--- src/rtl/update_sequencer.sv ---
// update_sequencer: queues host edge updates and issues them to the graph
// container one run at a time (pulse container_reset, hold u_*, wait done).
module update_sequencer #(
  parameter int unsigned DEPTH        = 16,
  parameter int unsigned CNT_W        = 16,
  parameter int unsigned PRED_WIDTH   = 7,
  parameter int unsigned WEIGHT_WIDTH = 15
) (
  input  logic                    clk,
  input  logic                    reset_n,
  input  logic                    chipselect,
  input  logic                    write,
  input  logic                    read,
  input  logic [1:0]              address,
  input  logic [31:0]             writedata,
  output logic [31:0]             readdata,
  output logic [PRED_WIDTH:0]     src,
  output logic [PRED_WIDTH:0]     u_src,
  output logic [PRED_WIDTH:0]     u_dst,
  output logic [WEIGHT_WIDTH:0]   u_e,
  output logic                    container_reset,
  input  logic                    container_done
);

  localparam int unsigned V_W   = PRED_WIDTH + 1;
  localparam int unsigned W_W   = WEIGHT_WIDTH + 1;
  localparam int unsigned E_W   = 2 * V_W + W_W;
  localparam int unsigned PTR_W = (DEPTH > 1) ? $clog2(DEPTH) : 1;
  localparam int unsigned LVL_W = PTR_W + 1;

  typedef enum logic [1:0] {
    IDLE      = 2'd0,
    LAUNCH    = 2'd1,
    GUARD     = 2'd2,
    WAIT_DONE = 2'd3
  } state_e;

  state_e             state_q, state_d;

  logic [V_W-1:0]     src_stage_q, src_stage_d;
  logic [V_W-1:0]     dst_stage_q, dst_stage_d;
  logic [V_W-1:0]     src_q, src_d;
  logic [V_W-1:0]     u_src_q, u_src_d;
  logic [V_W-1:0]     u_dst_q, u_dst_d;
  logic [W_W-1:0]     u_e_q, u_e_d;
  logic               creset_q, creset_d;
  logic [31:0]        readdata_q, readdata_d;
  logic               overflow_q, overflow_d;
  logic [CNT_W-1:0]   completed_q, completed_d;
  logic [PTR_W-1:0]   wr_ptr_q, wr_ptr_d;
  logic [PTR_W-1:0]   rd_ptr_q, rd_ptr_d;
  logic [LVL_W-1:0]   count_q, count_d;
  logic [E_W-1:0]     mem_q [DEPTH];

  logic               wr_en_c, rd_en_c, push_req_c, push_ok_c;
  logic               empty_c, full_c, busy_c;
  logic               pop_c, run_done_c;
  logic [E_W-1:0]     head_c;
  logic               unused_wdata_c;

  assign wr_en_c    = chipselect & write;
  assign rd_en_c    = chipselect & read;
  assign push_req_c = wr_en_c && (address == 2'd2);
  assign empty_c    = (count_q == '0);
  assign full_c     = (count_q == LVL_W'(DEPTH));
  assign head_c     = mem_q[rd_ptr_q];
  assign unused_wdata_c = ^writedata[31:W_W];

  // FSM state register
  always_ff @(posedge clk or negedge reset_n) begin
    if (!reset_n) state_q <= IDLE;
    else          state_q <= state_d;
  end

  // FSM next-state logic; done is only honoured in WAIT_DONE
  always_comb begin
    state_d = state_q;
    unique case (state_q)
      IDLE:      if (!empty_c) state_d = LAUNCH;
      LAUNCH:    state_d = GUARD;
      GUARD:     state_d = WAIT_DONE;
      WAIT_DONE: if (container_done) state_d = IDLE;
      default:   state_d = IDLE;
    endcase
  end

  // FSM outputs: pop/launch in IDLE, completion in WAIT_DONE
  always_comb begin
    pop_c      = 1'b0;
    run_done_c = 1'b0;
    busy_c     = (state_q != IDLE);
    creset_d   = 1'b0;
    unique case (state_q)
      IDLE: begin
        pop_c    = !empty_c;
        creset_d = !empty_c;
      end
      WAIT_DONE: run_done_c = container_done;
      default: ;
    endcase
  end

  // FIFO bookkeeping, host registers and issued fields
  always_comb begin
    push_ok_c   = push_req_c && (!full_c || pop_c);
    wr_ptr_d    = wr_ptr_q;
    rd_ptr_d    = rd_ptr_q;
    count_d     = count_q;
    overflow_d  = overflow_q;
    src_stage_d = src_stage_q;
    dst_stage_d = dst_stage_q;
    src_d       = src_q;
    u_src_d     = u_src_q;
    u_dst_d     = u_dst_q;
    u_e_d       = u_e_q;
    completed_d = completed_q;

    if (push_ok_c) wr_ptr_d = wr_ptr_q + PTR_W'(1);
    if (pop_c) begin
      rd_ptr_d = rd_ptr_q + PTR_W'(1);
      {u_src_d, u_dst_d, u_e_d} = head_c;
    end
    unique case ({push_ok_c, pop_c})
      2'b10:   count_d = count_q + LVL_W'(1);
      2'b01:   count_d = count_q - LVL_W'(1);
      default: count_d = count_q;
    endcase

    if (wr_en_c) begin
      unique case (address)
        2'd0: src_stage_d = writedata[PRED_WIDTH:0];
        2'd1: dst_stage_d = writedata[PRED_WIDTH:0];
        2'd2: if (!push_ok_c) overflow_d = 1'b1;
        2'd3: begin
          src_d      = writedata[PRED_WIDTH:0];
          overflow_d = 1'b0;
        end
        default: ;
      endcase
    end

    if (run_done_c) completed_d = completed_q + CNT_W'(1);
  end

  // Read mux; readdata holds between reads
  always_comb begin
    readdata_d = readdata_q;
    if (rd_en_c) begin
      unique case (address)
        2'd0: readdata_d = {overflow_q, busy_c, full_c, empty_c, 19'd0, 9'(count_q)};
        2'd1: readdata_d = 32'({u_src_q, u_dst_q});
        2'd2: readdata_d = 32'(completed_q);
        2'd3: readdata_d = 32'(src_q);
        default: readdata_d = readdata_q;
      endcase
    end
  end

  // Control and datapath registers
  always_ff @(posedge clk or negedge reset_n) begin
    if (!reset_n) begin
      src_stage_q <= '0;
      dst_stage_q <= '0;
      src_q       <= '0;
      u_src_q     <= '0;
      u_dst_q     <= '0;
      u_e_q       <= '0;
      creset_q    <= 1'b0;
      readdata_q  <= '0;
      overflow_q  <= 1'b0;
      completed_q <= '0;
      wr_ptr_q    <= '0;
      rd_ptr_q    <= '0;
      count_q     <= '0;
    end else begin
      src_stage_q <= src_stage_d;
      dst_stage_q <= dst_stage_d;
      src_q       <= src_d;
      u_src_q     <= u_src_d;
      u_dst_q     <= u_dst_d;
      u_e_q       <= u_e_d;
      creset_q    <= creset_d;
      readdata_q  <= readdata_d;
      overflow_q  <= overflow_d;
      completed_q <= completed_d;
      wr_ptr_q    <= wr_ptr_d;
      rd_ptr_q    <= rd_ptr_d;
      count_q     <= count_d;
    end
  end

  // FIFO storage; contents are don't-care until written
  always_ff @(posedge clk) begin
    if (push_ok_c) mem_q[wr_ptr_q] <= {src_stage_q, dst_stage_q, writedata[WEIGHT_WIDTH:0]};
  end

  assign readdata        = readdata_q;
  assign src             = src_q;
  assign u_src           = u_src_q;
  assign u_dst           = u_dst_q;
  assign u_e             = u_e_q;
  assign container_reset = creset_q;

endmodule

--- config.mk ---
export PLATFORM = sky130hd
export DESIGN_NAME = update_sequencer
export DESIGN_NICKNAME = d
export VERILOG_FILES = /design/src/rtl/update_sequencer.sv
export SDC_FILE = /design/constraint.sdc
export NUM_CORES = 1
export LEC_CHECK = 0
export ABC_CLOCK_PERIOD_IN_PS = 4300
export CAP_MARGIN = 20
export CORE_MARGIN = 10
export CORE_UTILIZATION = 49
export DETAILED_ROUTE_END_ITERATION = 10
export PLACE_DENSITY = 0.73
export SLEW_MARGIN = 20
export SYNTH_ARGS = -nofsm -noshare
export SYNTH_HDL_FRONTEND = slang
export SYNTH_SLANG_ARGS = --single-unit
--- constraint.sdc ---
create_clock -name clk -period 4.3 [get_ports clk]
set_input_delay 0.86 -clock clk [delete_from_list [all_inputs] [get_ports clk]]
set_output_delay 0.86 -clock clk [all_outputs]
set_load 0.005 [all_outputs]
==> results of run 1 <==
[placed cells by master (no fill, tap or decap), types with 4 or more instances in the layout]
master,synthesis,final
a21oi_1,27,27
a221oi_1,11,11
buf_12,0,14
buf_4,16,21
bufinv_16,0,6
clkbuf_1,31,20
clkbuf_16,0,61
clkbuf_8,0,10
clkdlybuf4s50_1,0,82
clkinv_1,0,4
clkinv_2,0,10
conb_1,1,12
dfrtp_1,109,106
edfxtp_1,512,512
ha_1,12,12
inv_1,11,11
mux2_2,49,49
mux2i_1,28,28
mux4_2,128,128
nand2_1,37,37
nand2b_1,6,6
nand3_1,4,4
nand4_1,8,8
nor2_1,39,27
nor2_4,0,12
nor2b_1,4,4
nor3_4,0,4
o21ai_0,9,9
o221ai_1,12,12
o22ai_1,47,47
xnor2_1,16,16
xor2_1,8,8
[cells in the mapped netlist (2+ instances only)]
library cell,count
and2_1,2
mux2i_1,28
o22ai_1,47
nor2b_1,4
nor3_1,7
buf_4,16
and4_1,2
nand2_1,37
dfrtp_1,109
o21ai_0,9
o221ai_1,12
nand2b_1,6
edfxtp_1,512
o21a_1,2
buf_2,24
nor4_1,2
mux4_2,128
inv_1,11
clkbuf_1,31
a21oi_1,27
mux2_2,49
a22o_1,2
xnor2_1,16
nand3_1,4
or4_1,2
buf_1,4
xor2_1,8
ha_1,12
nand4_1,8
a221oi_1,11
nor2_1,39
and3_1,3
mux2_1,2
[worst register-to-register path: cells and delay by family, from the launching register on]
kind                   cells  cell delay [ns]
and+or+nand+nor            2             1.60
buffers and inverters      2             0.78
AOI/OAI and AO/OA          2             0.46
DFF                        1             0.43
[power breakdown]
group | switching, mW | internal [mW] | leakage, nW | total (mW)
Combinational | 2.06 | 2.20 | 2.43 | 4.27
Sequential | 0.655 | 7.06 | 5.92 | 7.72
Clock | 2.18 | 3.15 | 0.991 | 5.32
Total | 4.90 | 12.4 | 9.33 | 17.3
[per-layer routing]
layer  vias to the layer above  global-route usage
li1                       5070                   -
met2                       429              0.3054
met1                      6415              0.2440
met5                         -                   0
met4                         0             0.05487
met3                        71             0.03913
[final timing paths]
| check | start | to | cells after the start |
|---|---|---|---|
| min in group clk | completed_q[15] | completed_q[15] | 1 |
| max | count_q[1] | u_e[9] | 6 |
| min | reset_n | readdata[30] | 1 |
| max reg2reg | count_q[1] | u_e[9] | 6 |
| max in group asynchronous | reset_n | rd_ptr_q[0] | 2 |
| min reg2reg | completed_q[15] | completed_q[15] | 1 |
[cell type report]
cell class,instances,area (sq um),share of cell area
clock inverter,24,279.0,0.009978
tap,664,830.8,0.02971
multi-input combinational,497,5694,0.2036
clock buffer,91,1739,0.06220
timing repair buffer,118,1264,0.04519
sequential,621,18110,0.6477
inverter,12,45.04,0.001611
[sequential cells by signal, summed over array words and instances (netlist names), 2 cells and up]
signal and count:
mem_q 512, readdata 20, completed_q 16, u_e 16
dst_stage_q 8, src 8, src_stage_q 8, u_dst 8
u_src 8, count_q 5, rd_ptr_q 4, wr_ptr_q 4
state_q 2
[kinds of logic after synthesis]
group	synth area share
buffers and inverters	0.01780
adders and majority gates	0.007078
DFF	0.7530
other	0.0001560
AOI/OAI and AO/OA	0.03399
and+or+nand+nor	0.02373
xor gates and xnor gates	0.008744
muxes	0.1555
==> results_dict.tcl, run 1 <==
set metrics [dict create \
    synth.yosys.seq_area_share 0.7530 \
    placed_cells 1912 \
    setup_ws_ns 0.8680 \
    grt_pass1_vias 12560 \
    max_stage_delay_ns 0.82 \
    clk_latency_ns 0.62 \
    tightest_slew_ns 1.103 \
    rows 81 \
    syn_area_sq_um 24040 \
    min_period_ns 3.432 \
    status "completed" \
    drt_pre_antenna_iters 5 \
    grt.total_usage 0.1848 \
    fillers 3508 \
    dieHeight_microns 241.5 \
    layout-drive-gt1-share 0.2428 \
    drt_iter0_markers 995 \
    coreArea_sq_um 48750 \
    power_density_nw_per_um2 619.1 \
    final_util 0.5736 \
    ctsResizeCount 0 \
    crit_buf_inv 2 \
    ys_ff_latch 621 \
    gp_congestion 0.7671 \
    rsz0062_at_grt "false" \
    min_period_over_period 0.7981 \
    cp.arrival_ns 3.88 \
    area_delta_synth_final_pct 16.32 \
    rrSetupSlack_ns 0.87 \
    fp.dieW_microns 241.5 \
    wl_met3_microns 3984 \
    diodes 0 \
    yosysTopAreaCell "edfxtp_1" \
    grt_antenna_before_repair 0 \
    p_leak_nw 9.332 \
    clockBufferDepth 3 \
    dieArea_sq_um 58320 \
    hold_viol 0 \
    peakVddDrop_mv 0.3750 \
    cp_top_family "simple AND/OR/NAND/NOR gates" \
    layout.nets 1364 \
    crit_fanout 48 \
    worst_path_max_delay_cell "nand2b_1" \
    place_hpwl_microns 29970 \
    routedWlPerCell_microns 26.22 \
    cp.required_ns 4.75 \
    met1_length_microns 21360 \
    grt_max_degree 78 \
    final-setup-viol-count 0 \
    drt.antenna.violating_nets 0 \
    worstHoldPathType "input port to asynchronous set/reset pin" \
    synthesis.area_per_instance_sq_um 20.12 \
    p_total_mw 17.31 \
    synthFlopType "edfxtp_1" \
    vias 11990 \
    grt_first_pass_wirelength_microns 80040 \
    synthArstFlopShare 0.1755 \
    hold_buffers 0 \
    holdWs_ns 0.3745 \
    synth_top_area_share 0.6396 \
    postSynthCellCount 1195 \
    ys_types 52 \
    maxCapViolations 0 \
    cts_max_level 2 \
    wl_microns 53150 \
    fmax_mhz 291.4 \
    numCtsBuffers 61 \
    crit_path_start_kind "flip-flop" \
    postCtsSetupRepairBufs 0 \
    synth_edf_count 512 \
    drc_errors 0 \
    initial_core_util 0.4931 \
    finalMaxSlewViolations 0 \
    clk_pin_slew_ns 0.06 \
    port_buffers 84 \
    place_area_sq_um 25950 \
    cp-end-kind "flip-flop" \
    vias_per_cell 5.913 \
    route.met2.wl_microns 26570 \
    worstPathCellList "or4_1 > o21ai_4 > buf_4 > inv_2 > nand2b_1 > o221ai_1" \
    cts_tree "yes" \
    fin_skew_ns 0.01348 \
    place_worst_setup_slack_ns 0.6740 \
    grt.overflow.total 0 \
    io-pin-count 113 \
    synth.area.top_cells "edfxtp_1, mux4_2, dfrtp_1, mux2_2, o22ai_1" \
    clock-root-buffer "clkbuf_16" \
    final_cells 2027 \
    design_area_sq_um 27960 \
    worstSetupPathType "flip-flop to flip-flop" \
    yosysWarnings 0 \
    relSlewSlack 0.2605 \
    clock-sinks 621 \
    setup-tns-final_ns 0 \
    top_layer "met4" \
]
Note: power is estimated with default switching activity, not from simulation.
==> run 2, diff against run 1 <==
--- a/config.mk
+++ b/config.mk
@@ -5,7 +5,7 @@
 export SDC_FILE = /design/constraint.sdc
 export NUM_CORES = 1
 export LEC_CHECK = 0
-export ABC_CLOCK_PERIOD_IN_PS = 4300
+export ABC_CLOCK_PERIOD_IN_PS = 3000
 export CAP_MARGIN = 20
 export CORE_MARGIN = 10
 export CORE_UTILIZATION = 49
==> constraint.sdc (replaced) <==
create_clock -name clk -period 3 [get_ports clk]
set_input_delay 0.6 -clock clk [delete_from_list [all_inputs] [get_ports clk]]
set_output_delay 0.6 -clock clk [all_outputs]
set_load 0.005 [all_outputs]
==> run 2 against run 1 <==
Clock-buffer cell count fell by 9. Sequential power rose by 44%. Register-to-register slack got worse by 0.49 ns. Non-clock buffer count rose by 39. First-iteration DRC count rose by 1.3%. Sequential cell count did not move. Hold slack improved by 0.11 ns. Final cell count rose by 1.9%. Combinational power rose by 50%. Critical path type unchanged. Largest power group unchanged.
==> results_dict.tcl, run 2 (same netlist as run 1, synthesis figures left out) <==
set metrics [dict create \
    vias 12110 \
    worstPathCellList "or4_1 > o211ai_4 > inv_1 > ha_1 > nor2b_1 > o21a_1 > or4b_1 > nand4_1" \
    wl_microns 53290 \
    drt_pre_antenna_iters 7 \
    cts_max_level 2 \
    multiInputGateArea_sq_um 5694 \
    maxCapViolations 0 \
    clockBufferDepth 3 \
    setup_ws_ns 0.3741 \
    power_density_nw_per_um2 885.0 \
    min_period_over_period 0.8753 \
    crit_fanout 5 \
    layout-drive-gt1-share 0.2607 \
    place_hpwl_microns 31340 \
    finalMaxSlewViolations 0 \
    grt_max_degree 52 \
    cp.arrival_ns 3.17 \
    worstSetupPathType "flip-flop to flip-flop" \
    crit_buf_inv 1 \
    clk_pin_slew_ns 0.06 \
    worstHoldPathType "flip-flop to flip-flop" \
    ctsResizeCount 0 \
    final_common_cell "edfxtp_1" \
    cp_top_family "simple AND/OR/NAND/NOR gates" \
    final-setup-viol-count 0 \
    p_leak_nw 9.544 \
    crit_path_start_kind "flip-flop" \
    layout.nets 1402 \
    initial_core_util 0.4931 \
    clock-root-buffer "clkbuf_16" \
    cp-end-kind "flip-flop" \
    numCtsBuffers 60 \
    fmax_mhz 380.8 \
    mostFrequentLayoutCells "edfxtp_1, mux4_2, dfrtp_1" \
    dieHeight_microns 241.5 \
    grt_pass1_vias 12540 \
    cp.required_ns 3.54 \
    status "completed" \
    routedWlPerCell_microns 25.81 \
    rows 81 \
    fin_skew_ns 0.01247 \
    cts_tree "yes" \
    vias_per_cell 5.863 \
    grt_antenna_before_repair 2 \
    tightest_slew_ns 0.9481 \
    port_buffers 84 \
    clk_latency_ns 0.61 \
    hold_viol 0 \
    grt.overflow.total 0 \
    dieArea_sq_um 58320 \
    drt.antenna.violating_nets 0 \
    grt.total_usage 0.1869 \
    worst_path_max_delay_cell "or4_1" \
    max_stage_delay_ns 0.60 \
    drc_errors 0 \
    place_worst_setup_slack_ns 0.009620 \
    min_period_ns 2.626 \
    io-pin-count 113 \
    regMostFlops "mem_q" \
    area_delta_synth_final_pct 17.99 \
    relSlewSlack 0.3660 \
    peakVddDrop_mv 0.4564 \
    rsz0062_at_grt "false" \
    largest_register_ffs 512 \
    fp.dieW_microns 241.5 \
    grt_first_pass_wirelength_microns 80290 \
    p_total_mw 25.10 \
    drt_iter0_markers 1008 \
    gp_congestion 0.8078 \
    clock-sinks 621 \
    coreArea_sq_um 48750 \
    postCtsSetupRepairBufs 0 \
    register_area_sq_um 18110 \
    fillers 3509 \
]
-- run 2: final cells by class --
| cell class | count | share of cell area |
|---|---|---|
| sequential | 621 | 0.6385 |
| multi-input combinational | 497 | 0.2008 |
| timing repair buffer | 157 | 0.05867 |
| clock buffer | 82 | 0.05796 |
| tap | 664 | 0.02929 |
| clock inverter | 31 | 0.01310 |
| inverter | 12 | 0.001588 |
| antenna | 1 | 0.00008823 |
-- run 2: worst register-to-register path, cell delays in order (launching register included) --
cell      delay (ns)
dfrtp_1         0.42
or4_1           0.60
o211ai_4        0.19
inv_1           0.10
ha_1            0.29
nor2b_1         0.13
o21a_1          0.20
or4b_1          0.52
nand4_1         0.11
-- run 2: final timing paths --
check                                  start               to  slack (ns)  depth (start not counted)
worst max register to register    count_q[1]       count_q[4]        0.37                          8
min in group asynchronous            reset_n  completed_q[12]        0.54                          2
max in group asynchronous            reset_n      rd_ptr_q[0]        1.67                          3
worst max-delay path              count_q[1]       count_q[4]        0.37                          8
worst min register to register  readdata[30]     readdata[30]        0.48                          2
worst min-delay path            readdata[30]     readdata[30]        0.48                          2
-- run 2: timing repair --
| item | in CTS | in global routing |
|---|---|---|
| hold endpoints to repair | 5 | 0 |
| hold buffers | 1 | 0 |
| setup endpoints to repair | 0 | 0 |
-- run 2: where the power goes --
part	switching (mW)	internal [mW]	leakage (nW)
Sequential	0.928	10.1	5.92
Clock	3.13	4.52	0.980
Combinational	3.05	3.35	2.65
Total	7.11	18.0	9.54
-- run 2: metrics by stage --
stage / std cells / utilization / setup TNS [ns] / cell area, sq um / hold WS [ns]
5_1_grt: 2064 / 0.5818 / 0 / 28360 / 0.5151
3_5_place_dp: 1950 / 0.5402 / 0 / 26340 / 0.4732
6_report: 2065 / 0.5818 / 0 / 28360 / 0.4803
2_1_floorplan: 1206 / - / -104.33 / 24120 / 0.3044
4_1_cts: 2064 / 0.5818 / 0 / 28360 / 0.4871
3_3_place_gp: 1950 / 0.5402 / 0 / 26340 / 0.4580
-- run 2: layer usage --
| layer | up-vias | track usage | share of wire |
|---|---|---|---|
| met5 | - | 0 | 0.00024 |
| met4 | 2 | 0.04344 | 0.017 |
| li1 | 5152 | - | - |
| met1 | 6369 | 0.2454 | 0.39 |
| met2 | 517 | 0.3049 | 0.49 |
| met3 | 68 | 0.05403 | 0.10 |
==> run 3, diff against run 2 <==
--- a/config.mk
+++ b/config.mk
@@ -15,3 +15,4 @@
 export SYNTH_ARGS = -nofsm -noshare
 export SYNTH_HDL_FRONTEND = slang
 export SYNTH_SLANG_ARGS = --single-unit
+export TNS_END_PERCENT = 5
==> run 3 against run 2 <==
Clock power grew 4.1%. Routed wire length grew 3.2%. Maximum frequency down 0.94%. Sequential power about the same. Highest routed layer is now met4. Sequential share of layout area fell by 0.40 points. Worst setup slack worse by 0.025 ns. Via count increased by 1.0%. Final cell count down 0.29%. Power increased by 1.6%.
==> results_dict.tcl, run 3 (same netlist as run 1, synthesis figures left out) <==
set metrics [dict create \
    status "completed" \
    numCtsBuffers 57 \
    peakVddDrop_mv 0.4800 \
    max_stage_delay_ns 0.61 \
    coreArea_sq_um 48750 \
    clk_latency_ns 0.62 \
    cp.arrival_ns 3.19 \
    crit_fanout 5 \
    final_cells 2059 \
    layout-drive-gt1-share 0.2683 \
    cp_top_family "simple AND/OR/NAND/NOR gates" \
    dieHeight_microns 241.5 \
    multiInputGateArea_sq_um 5694 \
    dieArea_sq_um 58320 \
    fp.dieW_microns 241.5 \
    startpoint "count_q[1]" \
    timing.rr.start "count_q[1]" \
    hold_viol 0 \
    regMostFlops "mem_q" \
    wl_microns 54970 \
    vias_per_cell 5.940 \
    holdCritStartpoint "completed_q[15]" \
    cts_tree "yes" \
    drt_iter0_markers 1249 \
    initial_core_util 0.4931 \
    worstHoldPathType "flip-flop to flip-flop" \
    clock-sinks 621 \
    rrSetupSlack_ns 0.35 \
    grt_max_degree 45 \
    rsz0062_at_grt "false" \
    register_area_sq_um 18110 \
    largest_register_ffs 512 \
    worst_path_max_delay_cell "or4_1" \
    vias 12230 \
    min_to "completed_q[15]" \
    worstPathCellList "or4_1 > o211ai_4 > inv_1 > ha_1 > nor2b_1 > o21a_1 > or4b_1 > nand4_1" \
    fmax_mhz 377.3 \
    fin_skew_ns 0.02215 \
    final_common_cell "edfxtp_1" \
    io-pin-count 113 \
    use_met2 0.3163 \
    met1_usage 0.2526 \
    cp-end-kind "flip-flop" \
    grt.total_usage 0.1923 \
    tightest_slew_ns 0.9637 \
    grt_pass1_vias 12660 \
    hold_depth 1 \
    cp.required_ns 3.54 \
    clock-root-buffer "clkbuf_16" \
    p_leak_nw 9.611 \
    grt_first_pass_wirelength_microns 82580 \
    p_total_mw 25.51 \
    grt.overflow.total 0 \
    routedWlPerCell_microns 26.70 \
    port_buffers 84 \
    area_delta_synth_final_pct 18.73 \
    postCtsSetupRepairBufs 0 \
    r2r_cells 8 \
    crit_path_start_kind "flip-flop" \
    drt_pre_antenna_iters 5 \
    layout.nets 1399 \
    clockBufferDepth 3 \
    grt_antenna_before_repair 1 \
    gp_congestion 0.8222 \
    min_period_over_period 0.8836 \
    rows 81 \
    finalMaxSlewViolations 0 \
    final_util 0.5855 \
    final-setup-viol-count 0 \
    grt_util_met3 0.03298 \
    cts_max_level 2 \
    worstSetupPathType "flip-flop to flip-flop" \
    crit_buf_inv 1 \
    fillers 3411 \
    maxCapViolations 0 \
    power_density_nw_per_um2 893.8 \
    r2r_end "count_q[4]" \
    drc_errors 0 \
    drt.antenna.violating_nets 0 \
    mostFrequentLayoutCells "edfxtp_1, mux4_2, dfrtp_1" \
    clk_pin_slew_ns 0.06 \
    place_hpwl_microns 32880 \
    min_period_ns 2.651 \
    placed_cells 1950 \
    gr-max-usage-layer "met2" \
    relSlewSlack 0.3555 \
    setup-tns-final_ns 0 \
]
==> run 3: per-layer routing <==
layer	vias to the layer above	wire, microns
met3	101	4052
met1	6473	21700
met5	-	0
met4	0	1799
li1	5145	-
met2	512	27410
==> run 3: how the worst max path moves through the flow <==
stage	to	slack (ns)	cells past startpoint
after detailed placement	mem_q[0][14]	0.02	6
after CTS	count_q[4]	0.34	8
after global placement	count_q[4]	0.05	9
after global routing	count_q[4]	0.22	8
after floorplan	mem_q[7][0]	-0.38	6
final	count_q[4]	0.35	8
==> run 3: repair_timing <==
action	in CTS	in global routing
hold endpoints to repair	15	0
hold buffers	1	0
gates resized for setup	0	0
==> run 3: cell type report <==
class                           count  share of cell area
Clock inverter                     40             0.01955
Inverter                           12            0.001578
Timing Repair Buffer              157             0.06181
Multi-Input combinational cell    497              0.1995
Antenna cell                        1          0.00008768
Tap cell                          664             0.02911
Clock buffer                       67             0.05379
Sequential cell                   621              0.6346
==> run 3: through the flow <==
stage	area, sq um	setup slack (ns)	hold WS [ns]
after floorplan	24100	-0.3825	0.3044
after global placement	26440	0.04536	0.4559
after detailed placement	26440	0.01740	0.4611
after CTS	28540	0.3388	0.4709
after global routing	28540	0.2202	0.4986
final	28540	0.3493	0.4686
==> run 3: report_power, final <==
part	internal [mW]	total, mW	switching, mW
logic	3.38	6.45	3.06
registers	10.1	11.1	0.979
clock network	4.79	7.96	3.18
